File: src/rtl/seven_seg_scanner.sv
// Four-digit common-anode scanner with blanking gaps between digits and a
// double-buffered result/operation latch that only changes on frame boundaries.
module seven_seg_scanner #(
   parameter int unsigned REFRESH_DIV  = 100000,
   parameter int unsigned BLANK_CYCLES = 1000
) (
   input  logic       clk,
   input  logic       rst_n,
   input  logic       enable,
   input  logic       load,
   input  logic [7:0] y_in,
   input  logic [3:0] op_in,
   output logic [3:0] an,
   output logic [7:0] y_out,
   output logic [3:0] op_out,
   output logic [1:0] digit_idx,
   output logic       frame_tick
);

   localparam int unsigned CNT_MAX = (REFRESH_DIV > BLANK_CYCLES) ? REFRESH_DIV : BLANK_CYCLES;
   localparam int unsigned CNT_W   = (CNT_MAX > 1) ? $clog2(CNT_MAX) : 1;
   localparam logic [CNT_W-1:0] BLANK_LAST = CNT_W'(BLANK_CYCLES - 1);
   localparam logic [CNT_W-1:0] SHOW_LAST  = CNT_W'(REFRESH_DIV - 1);

   typedef enum logic {ST_BLANK = 1'b0, ST_SHOW = 1'b1} state_t;

   state_t           state_q;
   logic [CNT_W-1:0] cnt_q;
   logic [1:0]       digit_q;
   logic [3:0]       an_q;
   logic             tick_q;
   logic [7:0]       shadow_y_q, shadow_y_d, y_q, y_d;
   logic [3:0]       shadow_op_q, shadow_op_d, op_q, op_d;
   logic             pending_q, pending_d;
   logic             blank_end_s, show_end_s, boundary_s, xfer_s;

   function automatic logic [3:0] anode_map(input logic [1:0] idx);
      case (idx)
         2'd0:    anode_map = 4'b1110;
         2'd1:    anode_map = 4'b1101;
         2'd2:    anode_map = 4'b1011;
         2'd3:    anode_map = 4'b0111;
         default: anode_map = 4'b1111;
      endcase
   endfunction

   assign blank_end_s = (cnt_q == BLANK_LAST);
   assign show_end_s  = (cnt_q == SHOW_LAST);
   assign boundary_s  = enable && (state_q == ST_SHOW) && show_end_s && (digit_q == 2'd3);
   // While disabled the display is dark, so pending data may move to the outputs at once.
   assign xfer_s      = !enable || boundary_s;

   always_comb begin
      shadow_y_d  = shadow_y_q;
      shadow_op_d = shadow_op_q;
      pending_d   = pending_q;
      y_d         = y_q;
      op_d        = op_q;
      if (load) begin
         shadow_y_d  = y_in;
         shadow_op_d = op_in;
      end else begin
         shadow_y_d  = shadow_y_q;
         shadow_op_d = shadow_op_q;
      end
      if (xfer_s) begin
         pending_d = 1'b0;
         if (load) begin
            y_d  = y_in;
            op_d = op_in;
         end else if (pending_q) begin
            y_d  = shadow_y_q;
            op_d = shadow_op_q;
         end else begin
            y_d  = y_q;
            op_d = op_q;
         end
      end else if (load) begin
         pending_d = 1'b1;
      end else begin
         pending_d = pending_q;
      end
   end

   always_ff @(posedge clk or negedge rst_n) begin
      if (!rst_n) begin
         state_q <= ST_BLANK;
         cnt_q   <= '0;
         digit_q <= 2'd0;
         an_q    <= 4'b1111;
         tick_q  <= 1'b0;
      end else if (!enable) begin
         state_q <= ST_BLANK;
         cnt_q   <= '0;
         digit_q <= 2'd0;
         an_q    <= 4'b1111;
         tick_q  <= 1'b0;
      end else begin
         tick_q <= 1'b0;
         case (state_q)
            ST_BLANK: begin
               if (blank_end_s) begin
                  state_q <= ST_SHOW;
                  cnt_q   <= '0;
                  an_q    <= anode_map(digit_q);
               end else begin
                  cnt_q <= cnt_q + CNT_W'(1);
               end
            end
            ST_SHOW: begin
               if (show_end_s) begin
                  state_q <= ST_BLANK;
                  cnt_q   <= '0;
                  digit_q <= digit_q + 2'd1;
                  an_q    <= 4'b1111;
                  tick_q  <= (digit_q == 2'd3);
               end else begin
                  cnt_q <= cnt_q + CNT_W'(1);
               end
            end
            default: begin
               state_q <= ST_BLANK;
               cnt_q   <= '0;
               digit_q <= 2'd0;
               an_q    <= 4'b1111;
            end
         endcase
      end
   end

   always_ff @(posedge clk or negedge rst_n) begin
      if (!rst_n) begin
         shadow_y_q  <= 8'h00;
         shadow_op_q <= 4'h0;
         pending_q   <= 1'b0;
         y_q         <= 8'h00;
         op_q        <= 4'h0;
      end else begin
         shadow_y_q  <= shadow_y_d;
         shadow_op_q <= shadow_op_d;
         pending_q   <= pending_d;
         y_q         <= y_d;
         op_q        <= op_d;
      end
   end

   assign an         = an_q;
   assign y_out      = y_q;
   assign op_out     = op_q;
   assign digit_idx  = digit_q;
   assign frame_tick = tick_q;

endmodule

File: config.mk
export PLATFORM = sky130hd
export DESIGN_NAME = seven_seg_scanner
export DESIGN_NICKNAME = d
export VERILOG_FILES = /design/src/rtl/seven_seg_scanner.sv
export SDC_FILE = /design/constraint.sdc
export NUM_CORES = 1
export LEC_CHECK = 0
export BUFFER_PORTS_ARGS = -buffer_cell sky130_fd_sc_hd__buf_2
export CAP_MARGIN = 20
export CORE_MARGIN = 1
export CORE_UTILIZATION = 35
export CTS_CLUSTER_DIAMETER = 40
export DETAILED_ROUTE_END_ITERATION = 6
export PLACE_DENSITY_LB_ADDON = 0.2
export SLEW_MARGIN = 30
export SYNTH_ARGS = -nofsm -noshare
export SYNTH_HDL_FRONTEND = slang
export SYNTH_SLANG_ARGS = --single-unit
File: constraint.sdc
create_clock -name clk -period 1.76 [get_ports clk]
set_input_delay 0.176 -clock clk [delete_from_list [all_inputs] [get_ports clk]]
set_output_delay 0.176 -clock clk [all_outputs]
set_load 0.005 [all_outputs]
==> impl_metrics.toml, run 1 <==
[outcome]
status = "finished, violations left"
violations = "negative setup slack"

[clock_tree]
root_buffer = "clkbuf_8"
clk_latency_ns = 0.31
cts_htree_levels = 2
cts_tree = "yes"
clock-sinks = 50
cts_buffer_depth = 2
cts-buffers-inserted = 5
clkTransAtPathRegs_ns = 0.10

[synth]
synth_nets = 204
syn_inst = 182
synth_edf_count = 0
yosys-top-cells-area = "dfrtp_1 50%, mux2_2 6.9%, mux2_4 6.6%"
synth_seq_area_share_pct = 55.0
synthTopCellsByCount = "46 x dfrtp_1, 21 x nor2_1, 14 x mux2_2"
synth.distinct_cells = 31
syn_area_sq_um = 2280
synth_flop_cell = "dfrtp_1"
synth_top_cell_by_area = "dfrtp_1"
yosysMostFrequentCell = "dfrtp_1"
avgSynthCellArea_sq_um = 12.5
ys_ff_latch = 50
yosys_warnings = 0
netlist.area_leader.share_pct = 50.4
async_flop_share_pct = 100

[power]
p_sw_mw = 0.575
combPwrFrac_pct = 13.1
p_total_mw = 2.28
peakVddDrop_mv = 0.548
p_sw_share_pct = 25.2
seq_power_share_pct = 56.0
leakagePower_nw = 1.34
clkPwrFrac_pct = 30.9
p_int_mw = 1.70
power.density_nw_per_um2 = 803

[timing]
fin_crit_ns = 1.84
hold_viol = 0
post-route-worst-setup-slack_ns = -0.0794
fin_worst_skew_ns = 0.00954
max_slew_margin_pct = 73.6
fin_setup_tns_ns = -0.758
finalCritPeriodShare_pct = 105
slew_violations = 0
rsz0062_at_grt = "true"
fmax_ghz = 0.544
hold_ws_ns = 0.107
tightest_slew_ns = 0.396
setup_violations = 12

[global_routing]
grt_pass1_vias = 1479
antenna_found_initial = 0
grt_max_degree = 35
grt_pass1_wl_microns = 7080
track_usage_pct = 14.1
overflow = 0

[worst_setup_path]
crit_fanout = 12
required_ns = 1.96
end_kind = "flop"
critPathKind = "flop to flop"
crit_path_start_kind = "flop"
critPathArrivalTime_ns = 2.04

[layout]
final_layout_size_suffix_gt1_share_pct = 41.1
n_antenna_cell = 0
multi_input_area_sq_um = 988
fillCellCount = 618
regArea_sq_um = 1260
nets = 262
area_growth_pct = 24.5

[route]
vias = 1528
drc = 0
wire_per_inst_microns = 13.7
viasPerCell = 4.81
first_pass_iters = 4
drtAntennaViolNets = 0
routed_wl_microns = 4350
drt_iter0_markers = 29

[die]
io_pins = 35
die_x_microns = 82.8
die_area_sq_um = 6850
die_h_microns = 82.8
num_rows = 29
initial_core_util_pct = 36.1
coreArea_sq_um = 6310

[place]
portBuffers = 34
dp_hpwl_microns = 3100
dpl_worst_slack_ns = -0.0521
globalplace.congestion = 0.763

[min_path]
min_path_type = "primary input to flop"

[run]
cap_viol_max_count = 0
==> layout by cell type (no fill, tap or decap), types with 6 or more instances in the layout <==
cell type / n
nand3_1: 6
mux2_2: 14
buf_2: 34
buf_4: 18
mux2_4: 10
dfrtp_1: 46
xor2_1: 12
nor2_1: 18
and3_1: 6
==> cells by family after synthesis <==
group	Yosys count	share of synthesized area [%]
AOI/OAI and AO/OA	10	3.07
xor gates and xnor gates	16	6.14
adders and majority gates	6	3.29
buffers and inverters	11	2.36
DFF	50	55.0
muxes	25	13.9
and+or+nand+nor	64	16.2
==> per-stage QoR <==
step,util (%),instances,instance area (sq um)
after floorplan,-,182,2280
after CTS,44.6,317,2820
after global routing,45.0,318,2840
after global placement,42.9,308,2710
after detailed placement,42.9,308,2710
final,45.0,318,2840
==> metal layers <==
metal / up-vias / track usage (%) / part of all wire, % / routed length, microns
met5: - / 0 / 0 / 0
met1: 756 / 19.6 / 49 / 2150
met4: 0 / 6.21 / 1.4 / 59
met3: 5 / 2.97 / 2.8 / 122
li1: 745 / - / - / -
met2: 22 / 20.9 / 46 / 2020
==> power by group through the flow <==
stage | combinational [mW] | sequential (mW) | clock, mW
finish | 0.298 | 1.28 | 0.704
detailed placement | 0.301 | 1.30 | 0
global route | 0.337 | 1.29 | 0.772
floorplan | 0.153 | 1.30 | 0
CTS | 0.304 | 1.28 | 0.730
global placement | 0.297 | 1.30 | 0
==> worst paths after layout <==
path,from,end,slack [ns],depth (start not counted)
hold / removal,op_in[2],shadow_op_q[2],0.11,2
min in group asynchronous,rst_n,y_out[5],0.34,2
hold reg to reg,an[3],an[3],0.50,2
setup reg to reg,cnt_q[11],y_out[0],-0.08,5
max in group asynchronous,rst_n,an[2],0.83,3
setup / recovery,cnt_q[11],y_out[0],-0.08,5
==> state kept, by name, summed over array words and instances, names as in the netlist <==
register	flops
digit_idx	2
op_out	4
state_q	1
cnt_q	17
shadow_y_q	8
pending_q	1
an	4
y_out	8
shadow_op_q	4
frame_tick	1
==> layout make-up <==
| type | count | share of cell area, % |
|---|---|---|
| timing repair buffer | 57 | 13.6 |
| sequential | 50 | 44.2 |
| tap | 77 | 3.39 |
| clock inverter | 3 | 0.881 |
| inverter | 5 | 0.661 |
| clock buffer | 5 | 2.42 |
| multi-input combinational | 121 | 34.8 |
==> worst max-delay path: stages (launching register included) <==
cell and delay (ns):
dfrtp_1 0.43, nor4_4 0.32, nand4_1 0.17, o32a_1 0.35, buf_12 0.16, mux2_4 0.30
==> repair_timing <==
action | 4_1_cts | 5_1_grt
buffers inserted | 0 | 1
pin swaps | 0 | 3
endpoints found under the setup margin | 12 | 20
endpoints found under the hold margin | 16 | 0
resized for setup | 0 | 5
hold buffers | 1 | 0
gates cloned | 0 | 0
No activity file was read; power rests on OpenSTA's default activity.
==> run 2: changes to the inputs <==
--- a/config.mk
+++ b/config.mk
@@ -5,8 +5,8 @@
 export SDC_FILE = /design/constraint.sdc
 export NUM_CORES = 1
 export LEC_CHECK = 0
+export ABC_AREA = 1
 export BUFFER_PORTS_ARGS = -buffer_cell sky130_fd_sc_hd__buf_2
-export CAP_MARGIN = 20
 export CORE_MARGIN = 1
 export CORE_UTILIZATION = 35
 export CTS_CLUSTER_DIAMETER = 40
==> impl_metrics.toml, run 2 <==
[worst_setup_path]
r2r-start = "cnt_q[12]"
crit_path_start_kind = "flop"
critPathKind = "flop to flop"
required_ns = 2.00
r2r_slack_ns = 0.22
reg2reg_depth = 8
endpoint = "an[3]"
worst_r2r_endpoint = "an[3]"
end_kind = "flop"
cp-startpoint = "cnt_q[12]"
crit_fanout = 20
critPathArrivalTime_ns = 1.78

[timing]
slew_violations = 0
tightest_slew_ns = 0.640
hold_viol = 0
max_slew_margin_pct = 57.4
rsz0062_at_grt = "false"
fmax_ghz = 0.651
fin_worst_skew_ns = 0.00908
setup_violations = 0
fin_setup_tns_ns = 0
finalCritPeriodShare_pct = 87.2
fin_crit_ns = 1.54

[route]
drt_iter0_markers = 163
drc = 0
first_pass_iters = 4
drtAntennaViolNets = 0
viasPerCell = 4.64
vias = 1874
routed_wl_microns = 4790
wire_per_inst_microns = 11.9

[die]
io_pins = 35
die_area_sq_um = 7160
die_h_microns = 84.6
coreArea_sq_um = 6460
initial_core_util_pct = 37.0
die_x_microns = 84.6
num_rows = 29

[place]
dp.cells = 394
dp_hpwl_microns = 3500
globalplace.congestion = 0.788
portBuffers = 34

[clock_tree]
clock-sinks = 50
clk_latency_ns = 0.30
cts_buffer_depth = 2
cts_htree_levels = 2
cts_tree = "yes"
clkTransAtPathRegs_ns = 0.10
cts-buffers-inserted = 5
root_buffer = "clkbuf_8"

[layout]
final_layout_size_suffix_gt1_share_pct = 20.8
largest_reg_flops = 17
nets = 348
final_cell_mix = "87 x nand2_1, 46 x dfrtp_1, 34 x buf_2"
layout_commonest_cell = "nand2_1"
n_antenna_cell = 0
top_register = "cnt_q"
area_growth_pct = 17.3
final_cells = 404

[global_routing]
grt_pass1_vias = 1861
track_usage_pct = 15.0
overflow = 0
grt_max_degree = 51
antenna_found_initial = 0
grt_pass1_wl_microns = 8640

[synth]
yosysMostFrequentCell = "nand2_1"
synth_nets = 304
yosys-top-cells-area = "dfrtp_1 48%, nand2_1 14%, nand3_1 5.9%"
yosys_warnings = 0
synth_top_cell_by_area = "dfrtp_1"
syn_area_sq_um = 2390
synth_flop_cell = "dfrtp_1"
synth.distinct_cells = 28
syn_inst = 282
avgSynthCellArea_sq_um = 8.47
netlist.area_leader.share_pct = 48.2
async_flop_share_pct = 100
synth_edf_count = 0
synth_seq_area_share_pct = 52.6
ys_ff_latch = 50
synthTopCellsByCount = "88 x nand2_1, 46 x dfrtp_1, 29 x inv_1, 29 x nor2_1, 28 x nand3_1"

[min_path]
min_path_type = "primary input to flop"
min_from = "op_in[3]"

[power]
leakagePower_nw = 1.49
power.density_nw_per_um2 = 804
peakVddDrop_mv = 0.397
p_total_mw = 2.26

[outcome]
status = "finished clean"

[run]
cap_viol_max_count = 0
[run 2: changes by cell type in the layout (fill, tap and decap cells not counted), moves of 5 or more]
| cell | previous run | this run |
|---|---|---|
| and2_1 | 5 | 0 |
| and3_1 | 6 | 0 |
| buf_4 | 18 | 8 |
| inv_1 | 5 | 29 |
| mux2_2 | 14 | 0 |
| mux2_4 | 10 | 0 |
| nand2_1 | 5 | 87 |
| nand3_1 | 6 | 28 |
| nor2_1 | 18 | 28 |
| nor2b_1 | 5 | 0 |
| nor3_1 | 0 | 9 |
| xor2_1 | 12 | 7 |
[run 2: per-layer routing]
metal	part of all wire, %	global-route usage (%)	up-vias
met2	44	23.1	44
met5	0	0	-
met1	51	21.6	848
met3	4.2	3.15	7
li1	-	-	975
met4	1.1	4.16	0
[run 2: worst max-delay path, cell delays in order (launching register included)]
cell,delay (ns)
dfrtp_1,0.44
nor2_1,0.16
nand3_1,0.18
nor2_4,0.15
nand3_1,0.09
nand3_1,0.15
buf_12,0.17
nand2_1,0.06
o21ai_1,0.07
[run 2: kinds of logic (layout without fill, tap and decap cells)]
logic type / Yosys count / in the layout / share of synthesized area [%]
simple gates: 169 / 169 / 32.3
flops: 50 / 50 / 52.6
xor+xnor: 7 / 7 / 2.57
compound gates: 12 / 12 / 2.67
fa+ha+maj: 6 / 6 / 3.14
buf+inv: 38 / 83 / 6.81
[run 2: repair_timing]
| item | 4_1_cts | 5_1_grt |
|---|---|---|
| endpoints found under the hold margin | 19 | 0 |
| gates resized for setup | 0 | 3 |
| buffers inserted | 0 | 1 |
| endpoints found under the setup margin | 0 | 18 |
| hold buffers | 1 | 0 |
[run 2: area by class of cell]
type | instances | area, sq um
clock inverter | 3 | 23.8
sequential | 50 | 1260
fill | 664 | 3650
multi-input combinational | 194 | 982
timing repair buffer | 44 | 260
inverter | 31 | 116
tap | 77 | 96.3
clock buffer | 5 | 68.8
[run 2: how the worst min path moves through the flow]
stage	to	depth (start not counted)	slack, ns
after floorplan	cnt_q[0]	0	-0.12
after global placement	cnt_q[11]	2	0.34
after detailed placement	cnt_q[11]	2	0.33
after CTS	shadow_y_q[2]	3	0.08
after global routing	shadow_y_q[6]	3	0.09
final	shadow_op_q[3]	3	0.09
[run 2: where the power goes]
group / switching (mW) / total (mW) / internal (mW)
Clock: 0.405 / 0.690 / 0.285
Sequential: 0.0458 / 1.29 / 1.24
Combinational: 0.162 / 0.278 / 0.116
[run 2: through the flow]
step           utilization [%]  setup slack, ns  hold WS [ns]  instance area (sq um)
6_report                  43.4            0.225        0.0907                   2800
3_5_place_dp              41.5            0.151         0.329                   2680
4_1_cts                   43.1            0.131        0.0834                   2790
3_3_place_gp              41.5            0.174         0.336                   2680
2_1_floorplan                -            0.256        -0.120                   2390
5_1_grt                   43.4           0.0202        0.0868                   2800
